`config.mk`:
```
export PLATFORM = sky130hd
export DESIGN_NAME = spatz_vrf_sequencer_flat
export DESIGN_NICKNAME = d
export VERILOG_FILES = /design/src/rtl/spatz_vrf_sequencer_pkg.sv /design/src/rtl/spatz_vrf_sequencer_if.sv /design/src/rtl/spatz_vrf_sequencer_be_gen.sv /design/src/rtl/spatz_vrf_sequencer.sv /design/src/flat_wrapper.sv
export SDC_FILE = /design/constraint.sdc
export NUM_CORES = 1
export LEC_CHECK = 0
export ABC_AREA = 1
export CORE_ASPECT_RATIO = 2
export CORE_MARGIN = 8
export CORE_UTILIZATION = 55
export DETAILED_ROUTE_END_ITERATION = 8
export DONT_BUFFER_PORTS = 1
export GPL_TIMING_DRIVEN = 1
export MAX_ROUTING_LAYER = met4
export PLACE_DENSITY = 0.71
export SLEW_MARGIN = 20
export SYNTH_ARGS = -nofsm -noshare
export SYNTH_HDL_FRONTEND = slang
export SYNTH_HIERARCHICAL = 1
export SYNTH_SLANG_ARGS = --single-unit
```
`constraint.sdc`:
```
create_clock -name clk_i -period 6.07 [get_ports clk_i]
set_input_delay 1.821 -clock clk_i [delete_from_list [all_inputs] [get_ports clk_i]]
set_output_delay 1.821 -clock clk_i [all_outputs]
set_load 0.01 [all_outputs]
```
`src/rtl/spatz_vrf_sequencer_pkg.sv`:
```
// Shared types and sizing for the Spatz VRF element-walk sequencer.
// Beats are DP_BYTES wide; byte pointers cover a full LMUL=8 register group.
package spatz_vrf_sequencer_pkg;

  localparam int unsigned VLEN        = 256;
  localparam int unsigned DP_BYTES    = 8;
  localparam int unsigned ID_W        = 3;
  localparam int unsigned VLENB       = VLEN / 8;
  localparam int unsigned MAXVL       = 8 * VLENB;
  localparam int unsigned VL_W        = $clog2(MAXVL + 1);
  localparam int unsigned WORD_W      = $clog2(VLENB / DP_BYTES);
  localparam int unsigned BPTR_W      = $clog2(8 * VLENB + 1);
  localparam int unsigned BOFF_W      = VL_W + 2;
  localparam int unsigned DP_SHIFT    = $clog2(DP_BYTES);
  localparam int unsigned VLENB_SHIFT = $clog2(VLENB);

  typedef enum logic [1:0] {
    EW_8  = 2'd0,
    EW_16 = 2'd1,
    EW_32 = 2'd2
  } vew_e;

  typedef enum logic {
    ST_IDLE = 1'b0,
    ST_RUN  = 1'b1
  } state_e;

  typedef logic [VL_W-1:0]   vlen_t;
  typedef logic [BPTR_W-1:0] bptr_t;
  typedef logic [BPTR_W:0]   bpos_t;

  typedef struct packed {
    logic [ID_W-1:0] id;
    logic [4:0]      vd;
    vlen_t           vstart;
    vlen_t           vl;
    logic [1:0]      vsew;
  } seq_req_t;

  typedef struct packed {
    logic [4:0]          vreg;
    logic [WORD_W-1:0]   word;
    logic [DP_BYTES-1:0] be;
    logic                first;
    logic                last;
    logic [ID_W-1:0]     id;
  } seq_beat_t;

  // Element count scaled to a byte offset; wide enough for vl<<2 without clamping.
  function automatic logic [BOFF_W-1:0] byte_off(vlen_t n, logic [1:0] sew);
    return BOFF_W'(n) << sew;
  endfunction

endpackage

```
`src/rtl/spatz_vrf_sequencer_if.sv`:
```
// Request and beat channels of the sequencer; master is the sequencer side.
interface spatz_vrf_sequencer_if;
  import spatz_vrf_sequencer_pkg::*;

  logic      req_valid;
  logic      req_ready;
  seq_req_t  req;
  logic      beat_valid;
  logic      beat_ready;
  seq_beat_t beat;

  modport master (
    input  req_valid, req, beat_ready,
    output req_ready, beat_valid, beat
  );

  modport slave (
    output req_valid, req, beat_ready,
    input  req_ready, beat_valid, beat
  );
endinterface

```
`src/rtl/spatz_vrf_sequencer_be_gen.sv`:
```
// Byte enables and last-beat flag for the beat starting at byte pointer ptr_i,
// restricted to the body byte window [sb_i, eb_i).
module spatz_vrf_sequencer_be_gen
  import spatz_vrf_sequencer_pkg::*;
(
  input  bptr_t               ptr_i,
  input  bptr_t               sb_i,
  input  bptr_t               eb_i,
  output logic [DP_BYTES-1:0] be_o,
  output logic                last_o
);

  always_comb begin
    be_o = '0;
    for (int unsigned i = 0; i < DP_BYTES; i++) begin
      be_o[i] = ((bpos_t'(ptr_i) + bpos_t'(i)) >= bpos_t'(sb_i)) &&
                ((bpos_t'(ptr_i) + bpos_t'(i)) <  bpos_t'(eb_i));
    end
    last_o = (bpos_t'(ptr_i) + bpos_t'(DP_BYTES)) >= bpos_t'(eb_i);
  end

endmodule

```
`src/rtl/spatz_vrf_sequencer.sv`:
```
// Walks one decoded vector op across its VRF register group, emitting one
// DP_BYTES beat per handshake, then pulses done with the op id.
module spatz_vrf_sequencer
  import spatz_vrf_sequencer_pkg::*;
(
  input  logic                  clk_i,
  input  logic                  rst_i,
  input  logic                  flush_i,
  spatz_vrf_sequencer_if.master bus,
  output logic                  done_o,
  output logic [ID_W-1:0]       done_id_o,
  output logic                  done_err_o,
  output logic                  busy_o
);

  state_e          state_q, state_d;
  bptr_t           ptr_q, ptr_d;
  bptr_t           sb_q, sb_d;
  bptr_t           eb_q, eb_d;
  logic [4:0]      vd_q, vd_d;
  logic [ID_W-1:0] id_q, id_d;
  logic            first_q, first_d;
  logic            done_q, done_d;
  logic [ID_W-1:0] done_id_q, done_id_d;
  logic            done_err_q, done_err_d;
  seq_beat_t       beat_q, beat_d;

  logic [BOFF_W-1:0]   sb_w, eb_full_w, eb_w;
  logic [DP_BYTES-1:0] be_w;
  logic                last_w;
  logic                illegal_sew;

  always_ff @(posedge clk_i) begin
    if (rst_i) begin
      state_q    <= ST_IDLE;
      ptr_q      <= '0;
      sb_q       <= '0;
      eb_q       <= '0;
      vd_q       <= '0;
      id_q       <= '0;
      first_q    <= 1'b0;
      done_q     <= 1'b0;
      done_id_q  <= '0;
      done_err_q <= 1'b0;
      beat_q     <= '0;
    end else begin
      state_q    <= state_d;
      ptr_q      <= ptr_d;
      sb_q       <= sb_d;
      eb_q       <= eb_d;
      vd_q       <= vd_d;
      id_q       <= id_d;
      first_q    <= first_d;
      done_q     <= done_d;
      done_id_q  <= done_id_d;
      done_err_q <= done_err_d;
      beat_q     <= beat_d;
    end
  end

  // Next-state: accept, walk, finish; flush overrides everything including accept.
  always_comb begin
    state_d    = state_q;
    ptr_d      = ptr_q;
    sb_d       = sb_q;
    eb_d       = eb_q;
    vd_d       = vd_q;
    id_d       = id_q;
    first_d    = first_q;
    done_d     = 1'b0;
    done_id_d  = done_id_q;
    done_err_d = 1'b0;

    sb_w        = byte_off(bus.req.vstart, bus.req.vsew);
    eb_full_w   = byte_off(bus.req.vl, bus.req.vsew);
    eb_w        = (eb_full_w > BOFF_W'(8 * VLENB)) ? BOFF_W'(8 * VLENB) : eb_full_w;
    illegal_sew = bus.req.vsew > 2'(EW_32);

    if (flush_i) begin
      state_d = ST_IDLE;
    end else begin
      unique case (state_q)
        ST_IDLE: begin
          if (bus.req_valid) begin
            if (illegal_sew || (sb_w >= eb_w)) begin
              done_d     = 1'b1;
              done_id_d  = bus.req.id;
              done_err_d = illegal_sew;
            end else begin
              sb_d    = bptr_t'(sb_w);
              eb_d    = bptr_t'(eb_w);
              ptr_d   = bptr_t'(sb_w) & ~bptr_t'(DP_BYTES - 1);
              vd_d    = bus.req.vd;
              id_d    = bus.req.id;
              first_d = 1'b1;
              state_d = ST_RUN;
            end
          end
        end
        ST_RUN: begin
          if (bus.beat_ready) begin
            if (beat_q.last) begin
              state_d   = ST_IDLE;
              done_d    = 1'b1;
              done_id_d = id_q;
            end else begin
              ptr_d   = ptr_q + bptr_t'(DP_BYTES);
              first_d = 1'b0;
            end
          end
        end
        default: state_d = ST_IDLE;
      endcase
    end
  end

  spatz_vrf_sequencer_be_gen i_be_gen (
    .ptr_i  (ptr_d),
    .sb_i   (sb_d),
    .eb_i   (eb_d),
    .be_o   (be_w),
    .last_o (last_w)
  );

  // Beat payload is built from next-state so it is registered alongside valid.
  always_comb begin
    beat_d = '0;
    if (state_d == ST_RUN) begin
      beat_d.vreg  = vd_d + 5'(ptr_d >> VLENB_SHIFT);
      beat_d.word  = WORD_W'(ptr_d >> DP_SHIFT);
      beat_d.be    = be_w;
      beat_d.first = first_d;
      beat_d.last  = last_w;
      beat_d.id    = id_d;
    end
  end

  assign bus.req_ready  = (state_q == ST_IDLE);
  assign bus.beat_valid = (state_q == ST_RUN);
  assign bus.beat       = beat_q;
  assign busy_o         = (state_q != ST_IDLE);
  assign done_o         = done_q;
  assign done_id_o      = done_id_q;
  assign done_err_o     = done_err_q;

endmodule

```
`src/flat_wrapper.sv`:
```
// flat-port wrapper written by rule: the top's interface ports become plain ports
module spatz_vrf_sequencer_flat import spatz_vrf_sequencer_pkg::*;
  (clk_i, rst_i, flush_i, done_o, done_id_o, done_err_o, busy_o, bus_req_valid, bus_req, bus_beat_ready, bus_req_ready, bus_beat_valid, bus_beat);
  spatz_vrf_sequencer_if bus_i ();
  input  logic clk_i;
  input  logic rst_i;
  input  logic flush_i;
  output logic done_o;
  output logic [ID_W-1:0] done_id_o;
  output logic done_err_o;
  output logic busy_o;
  input wire logic [$bits(bus_i.req_valid)-1:0] bus_req_valid;
  input wire logic [$bits(bus_i.req)-1:0] bus_req;
  input wire logic [$bits(bus_i.beat_ready)-1:0] bus_beat_ready;
  output wire logic [$bits(bus_i.req_ready)-1:0] bus_req_ready;
  output wire logic [$bits(bus_i.beat_valid)-1:0] bus_beat_valid;
  output wire logic [$bits(bus_i.beat)-1:0] bus_beat;
  assign bus_i.req_valid = bus_req_valid;
  assign bus_i.req = bus_req;
  assign bus_i.beat_ready = bus_beat_ready;
  assign bus_req_ready = bus_i.req_ready;
  assign bus_beat_valid = bus_i.beat_valid;
  assign bus_beat = bus_i.beat;
  spatz_vrf_sequencer u_core (.clk_i(clk_i), .rst_i(rst_i), .flush_i(flush_i), .bus(bus_i), .done_o(done_o), .done_id_o(done_id_o), .done_err_o(done_err_o), .busy_o(busy_o));
endmodule
```
==> metrics.cfg, run 1 <==
[status]
outcome=finished, final reports clean

[global_route]
grt_pass1_wl_um=34900
grt_max_degree=39
antenna_found_initial=0
grt_pass1_vias=7268
grt.overflow.total=0
grt_usage_pct=24.2

[drt]
drc=0
drt-initial-drc-count=367
drt-pass1-iter-count=5
vias_per_cell=5.11
vias=7616
post_drt_wl_per_cell_um=14.2
wl_um=21200
ant_nets=0

[power_and_ir_drop]
p_leak_nw=5.04
powerDensity_mw_per_mm2=222
power.switching_mw=0.841
total_power_mw=2.00
p_int_mw=1.16
p_seq_share_pct=22.5
power.share.clock_pct=26.7
switching_share_pct=41.9
irDropWorstVdd_v=0.000215
p_comb_share_pct=50.8

[clock_tree]
hold_buffers=0
htree_levels=3
clk-insertion-delay-late_ps=340
cts_buffer_depth=2
tritoncts=built
clkSinkCount=62
clk_pin_slew_ps=70
root_buffer=clkbuf_16
cts_inserted_buffers=9

[yosys]
ys_ff_latch=62
synth_area_mm2=0.00788
synth-edff-count=0
synth_async_sr_flop_share_pct=0
synthFlopType=dfxtp_1
ys_seq_area_share_pct=15.7
syn_area_per_cell_um2=6.37
yosys_warnings=6
yosysUniqueCellTypes=48
syn_inst=1237

[floorplan]
start_util_pct=55.5
dieHeight_um=185
core_mm2=0.0142
die_w_um=101
top_level_ports=61
die_area_mm2=0.0187
rows=62

[timing]
relSlewSlack_pct=56.7
fmax_mhz=175
fin_ws_ps=364
tightest_slew_ps=648
fin_crit_sh_pct=94.0
finalHoldViolations=0
finalSetupTns_ps=0
slew_viol_final=0
setup_viol=0
min_period_ps=5710
fin_worst_skew_ps=14.7

[final_layout]
layout_common_cells=342 x nand2_1, 216 x inv_1, 150 x ha_1
diodes=0
finish.utilization_pct=63.5
area_delta_synth_final_pct=14.4
nets=1484
fillerInstances=1320
drive_gt1_share_pct=13.5
layout_commonest_cell=nand2_1
finalNonFillerCells=1491

[critical_path]
critPathArrivalTime_ps=5980
worstPathMaxFanout=26
critPathCaptureType=register
worst-path-buf-inv=7
cpPeakStageDelay_ps=310
crit_slowest_cell=ha_1
path_class=in2reg
cp.required_ps=6350
path_delay_family=simple AND/OR/NAND/NOR gates
cpMostUsedCell=nand2_1
cp-start-kind=primary input

[flow_run]
cap_violations=0

[placement]
port_buffers=0
dpl_worst_slack_ps=-268
place_congestion=0.954
place_inst=1474
post-dp-hpwl_um=17200

[worst_hold_path]
hold_class=reg2reg

-- power groups by stage --
stage	sequential, mW	combinational (mW)	clock (mW)
6_report	0.451	1.02	0.535
5_1_grt	0.454	1.17	0.562
4_1_cts	0.452	0.989	0.547
3_5_place_dp	0.461	0.981	0
3_3_place_gp	0.460	0.947	0
2_1_floorplan	0.455	0.720	0
-- layout make-up --
cell class | count | area [um2] | area share [%]
sequential | 62 | 1240 | 13.8
tap | 192 | 240 | 2.66
timing repair buffer | 70 | 604 | 6.70
inverter | 229 | 865 | 9.59
clock inverter | 7 | 81.3 | 0.902
multi-input combinational | 922 | 5760 | 63.9
clock buffer | 9 | 225 | 2.50
-- logic make-up after synthesis --
kind of cell               Yosys count  synth area share, %
buffers and inverters              254                 13.1
and+or+nand+nor                    580                 31.2
DFF                                 62                 15.7
muxes                                1                0.127
other                                1               0.0476
xor gates and xnor gates            36                 4.10
AOI/OAI and AO/OA                  146                 10.7
adders and majority gates          157                 25.0
-- path summary, 6_finish.rpt --
check / start / to / slack [ps] / cells after the start
max: bus_req[0] / u_core/bus.beat[7]$_SDFF_PP0_ / 360 / 34
min: u_core/ptr_q[1]$_SDFF_PP0_ / u_core/ptr_q[1]$_SDFF_PP0_ / 460 / 2
max reg2reg: u_core/bus.beat_valid$_SDFF_PP0_ / u_core/bus.beat[6]$_SDFF_PP0_ / 2360 / 20
min reg2reg: u_core/ptr_q[1]$_SDFF_PP0_ / u_core/ptr_q[1]$_SDFF_PP0_ / 460 / 2
-- routing by layer --
metal | track usage [%] | part of all wire, % | vias to the layer above
li1 | - | - | 3986
met1 | 26.5 | 42 | 3421
met2 | 43.3 | 51 | 169
met3 | 3.43 | 4.3 | 40
met4 | 7.74 | 2.4 | 0
met5 | - | 0 | -
-- through the flow --
| stage | hold WS, ps | instance area, um2 |
|---|---|---|
| 6_report | 456 | 9020 |
| 5_1_grt | 477 | 9020 |
| 4_1_cts | 448 | 8860 |
| 3_5_place_dp | 438 | 8550 |
| 3_3_place_gp | 437 | 8550 |
| 2_1_floorplan | 425 | 7890 |
-- flip-flops by register name, summed over array words and instances (netlist names) --
register,count
u_core/bus.beat,20
u_core/eb_q,9
u_core/ptr_q,9
u_core/sb_q,9
u_core/vd_q,5
u_core/done_id_o,3
u_core/id_q,3
u_core/bus.beat_valid,1
u_core/done_err_o,1
u_core/done_o,1
u_core/first_q,1
-- synth_stat cells (all sizes together) (2+ instances only) --
| cell | n | area share (%) |
|---|---|---|
| inv | 228 | 11 |
| buf | 17 | 1.8 |
| nor4 | 2 | 0.24 |
| a21oi | 68 | 4.7 |
| o21ai | 60 | 4.1 |
| dfxtp | 62 | 16 |
| and3 | 5 | 0.40 |
| nor3 | 4 | 0.38 |
| nand2 | 361 | 18 |
| o21a | 4 | 0.38 |
| nor2 | 134 | 7.0 |
| o21bai | 11 | 1.0 |
| ha | 156 | 25 |
| nand3 | 53 | 3.6 |
| or2 | 8 | 0.63 |
| nand4 | 11 | 0.87 |
| clkbuf | 8 | 0.38 |
| xor2 | 35 | 4.0 |
-- what timing repair did --
item                                   CTS  global route
endpoints found under the hold margin    0             0
setup endpoints to repair                0            10
gates resized for setup                  0            34
buffers inserted                         0             1
-- worst register-to-register path, delay by kind of cell (launching register included) --
| family | cells | cell delay [ps] |
|---|---|---|
| flops | 1 | 730 |
| xor+xnor | 1 | 210 |
| compound gates | 4 | 610 |
| simple gates | 8 | 780 |
| fa+ha+maj | 2 | 520 |
| buf+inv | 5 | 770 |
Power figures use the tool's default switching activity.
==> run 2: changes to the inputs <==
- CTS_CLUSTER_DIAMETER: unset -> 100
==> results of run 2 <==
Same layout as run 1: the final DEF is identical, and so are final timing and power.
==> run 3: changes to the inputs <==
- PLACE_DENSITY: 0.71 -> 0.68
- SLEW_MARGIN: 20 -> 5
- clock period: 6.07 -> 7.1 ns (I/O delays scaled with it)
==> run 3 against run 2 <==
Sequential power down 14%. Flip-flop and latch count unchanged. Register-to-register slack better by 680 ps. Cell count down 4.1%. Utilization down 4.8 points. Critical path type unchanged. Largest cell class unchanged.
==> metrics.cfg, run 3 (same netlist as run 1, synthesis figures left out) <==
[timing]
finalSetupTns_ps=0  ; unchanged
fin_crit_sh_pct=92.3
relSlewSlack_pct=57.1  ; +0.38 points
setup_viol=0  ; unchanged
fin_worst_skew_ps=10.4  ; -4.35 ps
fmax_mhz=153
rsz0062_at_grt=false
finalHoldViolations=0  ; unchanged
slew_viol_final=0  ; unchanged
min_period_ps=6560
tightest_slew_ps=643  ; -5.62 ps

[clock_tree]
root_buffer=clkbuf_16
cts_resized=0  ; unchanged
clk_pin_slew_ps=60  ; about the same
cts_inserted_buffers=9  ; unchanged
cts_setup_buffers=0  ; unchanged
hold_buffers=0  ; unchanged
clkSinkCount=62  ; unchanged
tritoncts=built
clk-insertion-delay-late_ps=340  ; about the same
htree_levels=3  ; unchanged
cts_buffer_depth=2  ; unchanged

[global_route]
antenna_found_initial=0  ; unchanged
grt_usage_pct=24.1  ; -0.090 points
grt_pass1_wl_um=34600  ; -0.83%
grt.overflow.total=0  ; unchanged
grt_max_degree=39  ; unchanged
grt_pass1_vias=7165  ; -1.4%

[floorplan]
core_mm2=0.0142  ; unchanged
rows=62  ; unchanged
die_w_um=101  ; unchanged
top_level_ports=61  ; unchanged
start_util_pct=55.5  ; unchanged
die_area_mm2=0.0187  ; unchanged
dieHeight_um=185  ; unchanged

[status]
outcome=finished, final reports clean

[drt]
route.met2.wl_um=10200  ; -6.1%
dr_wl_met3_um=870  ; -5.3%
drt-met1-wl_um=9000  ; +0.57%
post_drt_wl_per_cell_um=14.5  ; +1.6%
drc=0  ; unchanged
vias_per_cell=5.15  ; +0.77%
top_layer=met4
ant_nets=0  ; unchanged
drt-pass1-iter-count=5  ; unchanged
drt-initial-drc-count=307  ; -16%
vias=7361  ; -3.3%
wl_um=20700  ; -2.5%

[critical_path]
cp.required_ps=7370  ; +1020 ps
worstPathMaxFanout=26  ; unchanged
cp-start-kind=primary input
worst-path-buf-inv=5  ; -2
path_class=in2reg
critPathArrivalTime_ps=6830  ; +850 ps
cpPeakStageDelay_ps=330  ; +20 ps
critPathCaptureType=register
cpMostUsedCell=nor2_1
path_delay_family=simple AND/OR/NAND/NOR gates
crit_slowest_cell=ha_1

[final_layout]
largest_reg_flops=20  ; unchanged
layout_common_cells=344 x nand2_1, 221 x inv_1, 156 x ha_1
drive_gt1_share_pct=7.19  ; -6.4 points
fin_area_mm2=0.00834  ; -7.5%
area_delta_synth_final_pct=5.81
layout_commonest_cell=nand2_1
finalNonFillerCells=1430  ; -4.1%
nets=1423  ; -4.1%
diodes=0  ; unchanged

[placement]
port_buffers=0  ; unchanged
place_congestion=0.982  ; +2.9%
place_inst=1414  ; -4.1%
dpl_cell_area_mm2=0.00803  ; -6.1%
post-dp-hpwl_um=16700  ; -3.3%

[power_and_ir_drop]
p_leak_nw=4.70  ; -6.7%
irDropWorstVdd_v=0.000139  ; -35%
powerDensity_mw_per_mm2=196  ; -12%

[flow_run]
cap_violations=0  ; unchanged

[worst_hold_path]
hold_class=reg2reg

==> run 3: changes by cell type in the layout (fill, tap and decap cells not counted), moves of 3 or more <==
cell / change
xor2_1: +4
xor2_2: -3
ha_1: +6
inv_1: +5
nor2_2: -3
nor2_1: +4
buf_12: -6
inv_2: -6
ha_4: -4
buf_4: -54
==> run 3: routing by layer <==
metal / global-route usage (%) / vias to the layer above
met4: 10.2 / 0
li1: - / 3864
met2: 41.2 / 165
met3: 2.56 / 44
met1: 27.6 / 3288
met5: - / -
==> run 3: worst min-delay path, stage by stage (launching register included) <==
cell and delay [ps]:
dfxtp_1 300, nand2_1 70, nor2_1 40
==> run 3: final cells by class <==
cell class	instances	area, um2
clock buffers	11	243
clock inverters	5	65.1
fillers	1420	5860
inverters	229	867
multi-input cells	922	5620
flip-flops and latches	62	1240
well taps	192	240
repair buffers	9	67.6
==> run 3: path summary, 6_finish.rpt <==
kind | startpoint | to | slack (ps) | depth (start not counted)
setup reg to reg | u_core/bus.beat_valid$_SDFF_PP0_ | u_core/bus.beat[11]$_SDFF_PP0_ | 3040 | 20
setup / recovery | bus_req[0] | u_core/bus.beat[11]$_SDFF_PP0_ | 540 | 31
hold reg to reg | u_core/ptr_q[0]$_SDFF_PP0_ | u_core/ptr_q[0]$_SDFF_PP0_ | 450 | 2
hold / removal | u_core/ptr_q[0]$_SDFF_PP0_ | u_core/ptr_q[0]$_SDFF_PP0_ | 450 | 2
==> run 3: report_power, final <==
part	leakage (nW)	total (mW)	switching, mW	internal (mW)
clock	0.151	0.453	0.168	0.285
combinational	4.05	0.798	0.505	0.293
sequential	0.505	0.386	0.0155	0.371
==> run 3: through the flow <==
step | worst slack (ps) | total power [mW] | util [%] | hold WS, ps
final | 545 | 1.64 | 58.8 | 455
after global routing | 10.0 | 1.80 | 58.8 | 486
after CTS | 461 | 1.64 | 58.7 | 456
after detailed placement | 114 | 1.18 | 56.5 | 448
after global placement | 231 | 1.15 | 56.5 | 435
after floorplan | 850 | 1.00 | - | 425
